`src/rtl/crc12_pkg.sv`:
```
// Shared CRC-12 constants and checker FSM state type; also used by the
// upstream nibble-to-codeword CRC generator so both sides agree on the polynomial.
package crc12_pkg;

    localparam int CRC12_W = 12;
    localparam int NIB_W   = 4;
    localparam int CW_W    = 16;

    // x^12+x^11+x^3+x^2+x+1, implicit x^12 term
    localparam logic [CRC12_W-1:0] CRC12_POLY = 12'h80F;

    typedef enum logic [1:0] {
        IDLE  = 2'd0,
        SHIFT = 2'd1,
        HOLD  = 2'd2
    } state_t;

endpackage

```
`src/rtl/crc12_lfsr.sv`:
```
// Serial CRC-12 divider. rem is the remainder including the bit on din this
// cycle, so the caller can judge a codeword on the edge that accepts its last bit.
module crc12_lfsr
    import crc12_pkg::*;
#(
    parameter logic [CRC12_W-1:0] POLY = CRC12_POLY
) (
    input  logic               clk,
    input  logic               rst,
    input  logic               clr,
    input  logic               en,
    input  logic               din,
    output logic [CRC12_W-1:0] rem
);

    logic [CRC12_W-1:0] r;
    logic [CRC12_W-1:0] base;

    // clr seeds from zero in the same cycle as the first bit is shifted in
    always_comb begin
        base = clr ? '0 : r;
        rem  = {base[CRC12_W-2:0], din} ^ (base[CRC12_W-1] ? POLY : '0);
    end

    always_ff @(posedge clk) begin
        if (!rst) begin
            r <= '0;
        end else if (en) begin
            r <= rem;
        end
    end

endmodule

```
`config.mk`:
```
export PLATFORM = sky130hd
export DESIGN_NAME = crc12_lfsr
export DESIGN_NICKNAME = d
export VERILOG_FILES = /design/src/rtl/crc12_pkg.sv /design/src/rtl/crc12_lfsr.sv
export SDC_FILE = /design/constraint.sdc
export NUM_CORES = 1
export LEC_CHECK = 0
export BUFFER_PORTS_ARGS = -buffer_cell sky130_fd_sc_hd__buf_2
export CAP_MARGIN = 10
export CORE_AREA = 3 3 40 42
export CTS_CLUSTER_DIAMETER = 30
export DETAILED_ROUTE_END_ITERATION = 12
export DIE_AREA = 0 0 43 45
export HOLD_SLACK_MARGIN = 0.05
export PLACE_DENSITY = 0.85
export SLEW_MARGIN = 25
export SYNTH_ARGS = -nofsm -noshare
export SYNTH_HDL_FRONTEND = slang
export SYNTH_SLANG_ARGS = --single-unit
```
`constraint.sdc`:
```
create_clock -name clk -period 1.45 [get_ports clk]
set_input_delay 0 -clock clk [delete_from_list [all_inputs] [get_ports clk]]
set_output_delay 0 -clock clk [all_outputs]
set_load 0.01 [all_outputs]
```
; Word level (Yosys, flattened, before mapping)
; Cells that the tools add are included.
[classes]
mux = 2
bitwise_logic = 1
[ops]
columns = operator, count
row1 = 12-bit 2-to-1 mux, 2
row2 = 12-bit bitwise XOR, 1
[totals]
word_cells = 4
output_inout_bits = 12
inputBits = 5
register_bits = 12

; Longest topological paths before layout
[depth]
depth_word = 3
depth_mapped = 3
depth_no_buf = 2

; Least setup slack after synthesis
; No wires, ideal clock.
[synth_timing]
kind = register to register
from = register r[11]
to = register r[11]
setup_time_ns = 0.117
period_less_slack_ns = 0.919
arrival_time_ns = 0.802
stages_incl_launch_ff = 4
required_time_ns = 1.333
slack_ns = 0.531
n_path_buf = 1
cell_sequence = dfxtp_1 buf_6 and4bb_1 a22o_1
[synth_via]
elab_chain_cells = 3
[synth_rtl]
columns = element, line_no
row1 = from (decl), crc12_lfsr.sv:16  ; logic [CRC12_W-1:0] r;
row2 = from (signal assigned), crc12_lfsr.sv:29  ; r <= rem;
row3 = 12-bit 2-to-1 mux, crc12_lfsr.sv:21  ; base = clr ? '0 : r;
row4 = 12-bit 2-to-1 mux, crc12_lfsr.sv:22  ; rem = {base[CRC12_W-2:0], din} ^ (base[CRC12_W-1] ? POLY : '0);
row5 = 12-bit bitwise XOR, crc12_lfsr.sv:22
; Every way passes these cells.
; A chain may end at the register's enable or synchronous reset.

; Final worst setup path
[layout_timing]
from = register r[11]
to = output port rem[0]
[layout_via]
elab_chain_cells = 3
[layout_rtl]
columns = element, line_no
row1 = 12-bit 2-to-1 mux, crc12_lfsr.sv:21
row2 = 12-bit 2-to-1 mux, crc12_lfsr.sv:22
row3 = 12-bit bitwise XOR, crc12_lfsr.sv:22
row4 = to (decl), crc12_lfsr.sv:13  ; output logic [CRC12_W-1:0] rem
; Every way passes these cells.

==> impl_metrics.env <==
export IMPL_area_growth_pct=15.28
export IMPL_cp_max_fo=8
export IMPL_setup_violations_final=0
export IMPL_antenna_found_initial=0
export IMPL_drt_iter0_drc=13
export IMPL_skew_ps=1.181
export IMPL_yosysSeqAreaShare_pct=37.14
export IMPL_leakagePower_nw=0.2943
export IMPL_p_seq_share_pct=50.8
export IMPL_post_cts_resized=0
export IMPL_slowest_delay_ps=520
export IMPL_crit_type="flop to output pin"
export IMPL_synth_top_area_share_pct=37.14
export IMPL_crit_cells=3
export IMPL_cap_viol_max_count=0
export IMPL_vias=535
export IMPL_holdPathEnd="r[9]$_SDFFE_PN0P_"
export IMPL_rsz0062_at_grt="false"
export IMPL_grt_pass1_vias=454
export IMPL_crit_buf_inv=1
export IMPL_top_register="r"
export IMPL_largest_reg_flops=12
export IMPL_r2r_start="r[11]$_SDFFE_PN0P_"
export IMPL_wl_per_cell_um=12.06
export IMPL_place_gp_congestion=0.6954
export IMPL_cts_buffers=3
export IMPL_synth_area_per_cell_sq_um=9.111
export IMPL_path_cells="nand2b_1, xnor2_1, buf_2"
export IMPL_cts_tree="yes"
export IMPL_worstReg2RegEnd="r[11]$_SDFFE_PN0P_"
export IMPL_syn_num_nets=76
export IMPL_crit_path_end_kind="output pin"
export IMPL_rr_worst_depth=2
export IMPL_finalSetupTns_ps=0
export IMPL_status="finished clean"
export IMPL_rrSetupSlack_ps=380
export IMPL_coreArea_sq_um=1285
export IMPL_crit_arrival_ps=1280
export IMPL_dr_pass1_iters=4
export IMPL_synth_distinct_cells=17
export IMPL_drc=0
export IMPL_start_kind="flop"
export IMPL_antenna_left=0
export IMPL_final_cells=100
export IMPL_clkLatencyLatePin_ps=280
export IMPL_cts_sinks=12
export IMPL_synthMostInstantiatedCell="dfxtp_1"
export IMPL_hold_class="input pin to flop"
export IMPL_worst_pin_slew_ps=330.8
export IMPL_period_needed_ps=1284
export IMPL_async_flop_share_pct=0
export IMPL_min_path_cells=2
export IMPL_ys_seq_elements=12
export IMPL_p_int_mw=0.5076
export IMPL_grt_overflow_total=0
export IMPL_combPwrFrac_pct=7.8
export IMPL_root_buffer="clkbuf_4"
export IMPL_grtUsageTotal_pct=14.12
export IMPL_power_density_nw_per_um2=882.3
export IMPL_vias_per_cell=5.350
export IMPL_slew_violations=0
export IMPL_wirelength_um=1206
export IMPL_clk_path_buf_depth=2
export IMPL_synthTopCellsByCount="dfxtp_1, nand3b_1, nand2b_1, nor2b_1, a21boi_1"
export IMPL_final_period_utilization_pct=88.54
export IMPL_initial_core_util_pct=50.34
export IMPL_worstPathRequired_ps=1450
export IMPL_clkPwrFrac_pct=41.4
export IMPL_synth_ff_type="dfxtp_1"
export IMPL_dieWidth_um=43
export IMPL_slew_headroom_pct=77.92
export IMPL_hold_viol=0
export IMPL_yosys_top_cells_area="dfxtp_1, nand3b_1, a21boi_1"
export IMPL_diodes=0
export IMPL_drive_above_1_share_pct=25.88
export IMPL_postCtsHoldBufs=0
export IMPL_grt_pass1_wl_um=1994
export IMPL_io_buffer_count=16
export IMPL_die_h_um=45
export IMPL_htree_levels=1
export IMPL_cts_setup_buffers=0
export IMPL_ys_warnings_count=0
export IMPL_yosys_area_top_type="dfxtp_1"
export IMPL_netSwitchingFraction_pct=22.85
export IMPL_layout_nets=91
export IMPL_synth_edf_count=0
export IMPL_holdCritStartpoint="rst"
export IMPL_synth_cells=71
export IMPL_grt_max_degree=24
export IMPL_fp_dieArea_sq_um=1935
export IMPL_core_rowCount=13
export IMPL_placed_cells=96
export IMPL_cpMaxStageDelayCell="dfxtp_1"
export IMPL_dpl_hpwl_um=812
export IMPL_clk_pin_slew_ps=80
export IMPL_synth_area_sq_um=646.9
export IMPL_reg_largest_list="r: 12 flops"
export IMPL_cpLargestDelayFamily="flip-flops"
export IMPL_fmax_ghz=0.7790
export IMPL_vdd_drop_max_uv=536.5
export IMPL_p_switching_mw=0.1503
export IMPL_ios=17
## logic make-up after synthesis
family	after synthesis	share of synthesized area [%]
simple gates	34	35.20
buf+inv	6	5.609
xor+xnor	5	6.770
compound gates	14	15.28
flops	12	37.14
## layer usage
metal / track usage, % / up-vias / share of wire [%]
met5: 0 / - / 0
met4: 9.036 / 0 / 2.0
met3: 5.179 / 2 / 4.9
met2: 20.06 / 9 / 47
met1: 18.00 / 255 / 46
li1: - / 269 / -
## area by class of cell
cell class                 count  area (sq um)
sequential                    12         240.2
clock buffer                   4         36.28
tap                           15         18.77
multi-input combinational     53         370.4
timing repair buffer          16         80.08
fill                         120         539.3
## how the worst max path moves through the flow
stage | slack [ps] | start | to
6_report | 170 | r[11]$_SDFFE_PN0P_ | rem[0]
5_1_grt | 120 | r[11]$_SDFFE_PN0P_ | rem[0]
4_1_cts | 170 | r[11]$_SDFFE_PN0P_ | rem[0]
3_5_place_dp | 400 | r[11]$_SDFFE_PN0P_ | r[11]$_SDFFE_PN0P_
3_3_place_gp | 440 | r[11]$_SDFFE_PN0P_ | r[11]$_SDFFE_PN0P_
2_1_floorplan | 530 | r[11]$_SDFFE_PN0P_ | r[11]$_SDFFE_PN0P_
## power groups by stage
stage	sequential, mW	clock [mW]	combinational, mW
final	0.334	0.272	0.0515
after global routing	0.335	0.297	0.0565
after CTS	0.334	0.280	0.0516
after detailed placement	0.342	0	0.0514
after global placement	0.342	0	0.0508
after floorplan	0.341	0	0.0386
## layout by cell type (no fill, tap or decap), drive strengths merged
master / n
nor2: 4
nand3b: 11
xnor2: 5
and4bb: 1
a21boi: 7
and2: 1
dfxtp: 12
nand2b: 8
a211oi: 1
o21ai: 5
nor2b: 8
a22o: 1
and4b: 1
buf: 16
clkbuf: 4
## through the flow
stage	hold WS (ps)	utilization (%)	setup WS [ps]	instance area (sq um)	power (mW)
finish	78.86	58.03	166.2	745.7	0.6579
global route	81.20	58.03	124.1	745.7	0.6875
CTS	77.66	58.03	173.1	745.7	0.6661
detailed placement	312.3	55.21	396.6	709.4	0.3933
global placement	297.6	55.21	442.1	709.4	0.3927
floorplan	87.67	-	530.9	646.9	0.3799
No activity file was read; power rests on OpenSTA's default activity.
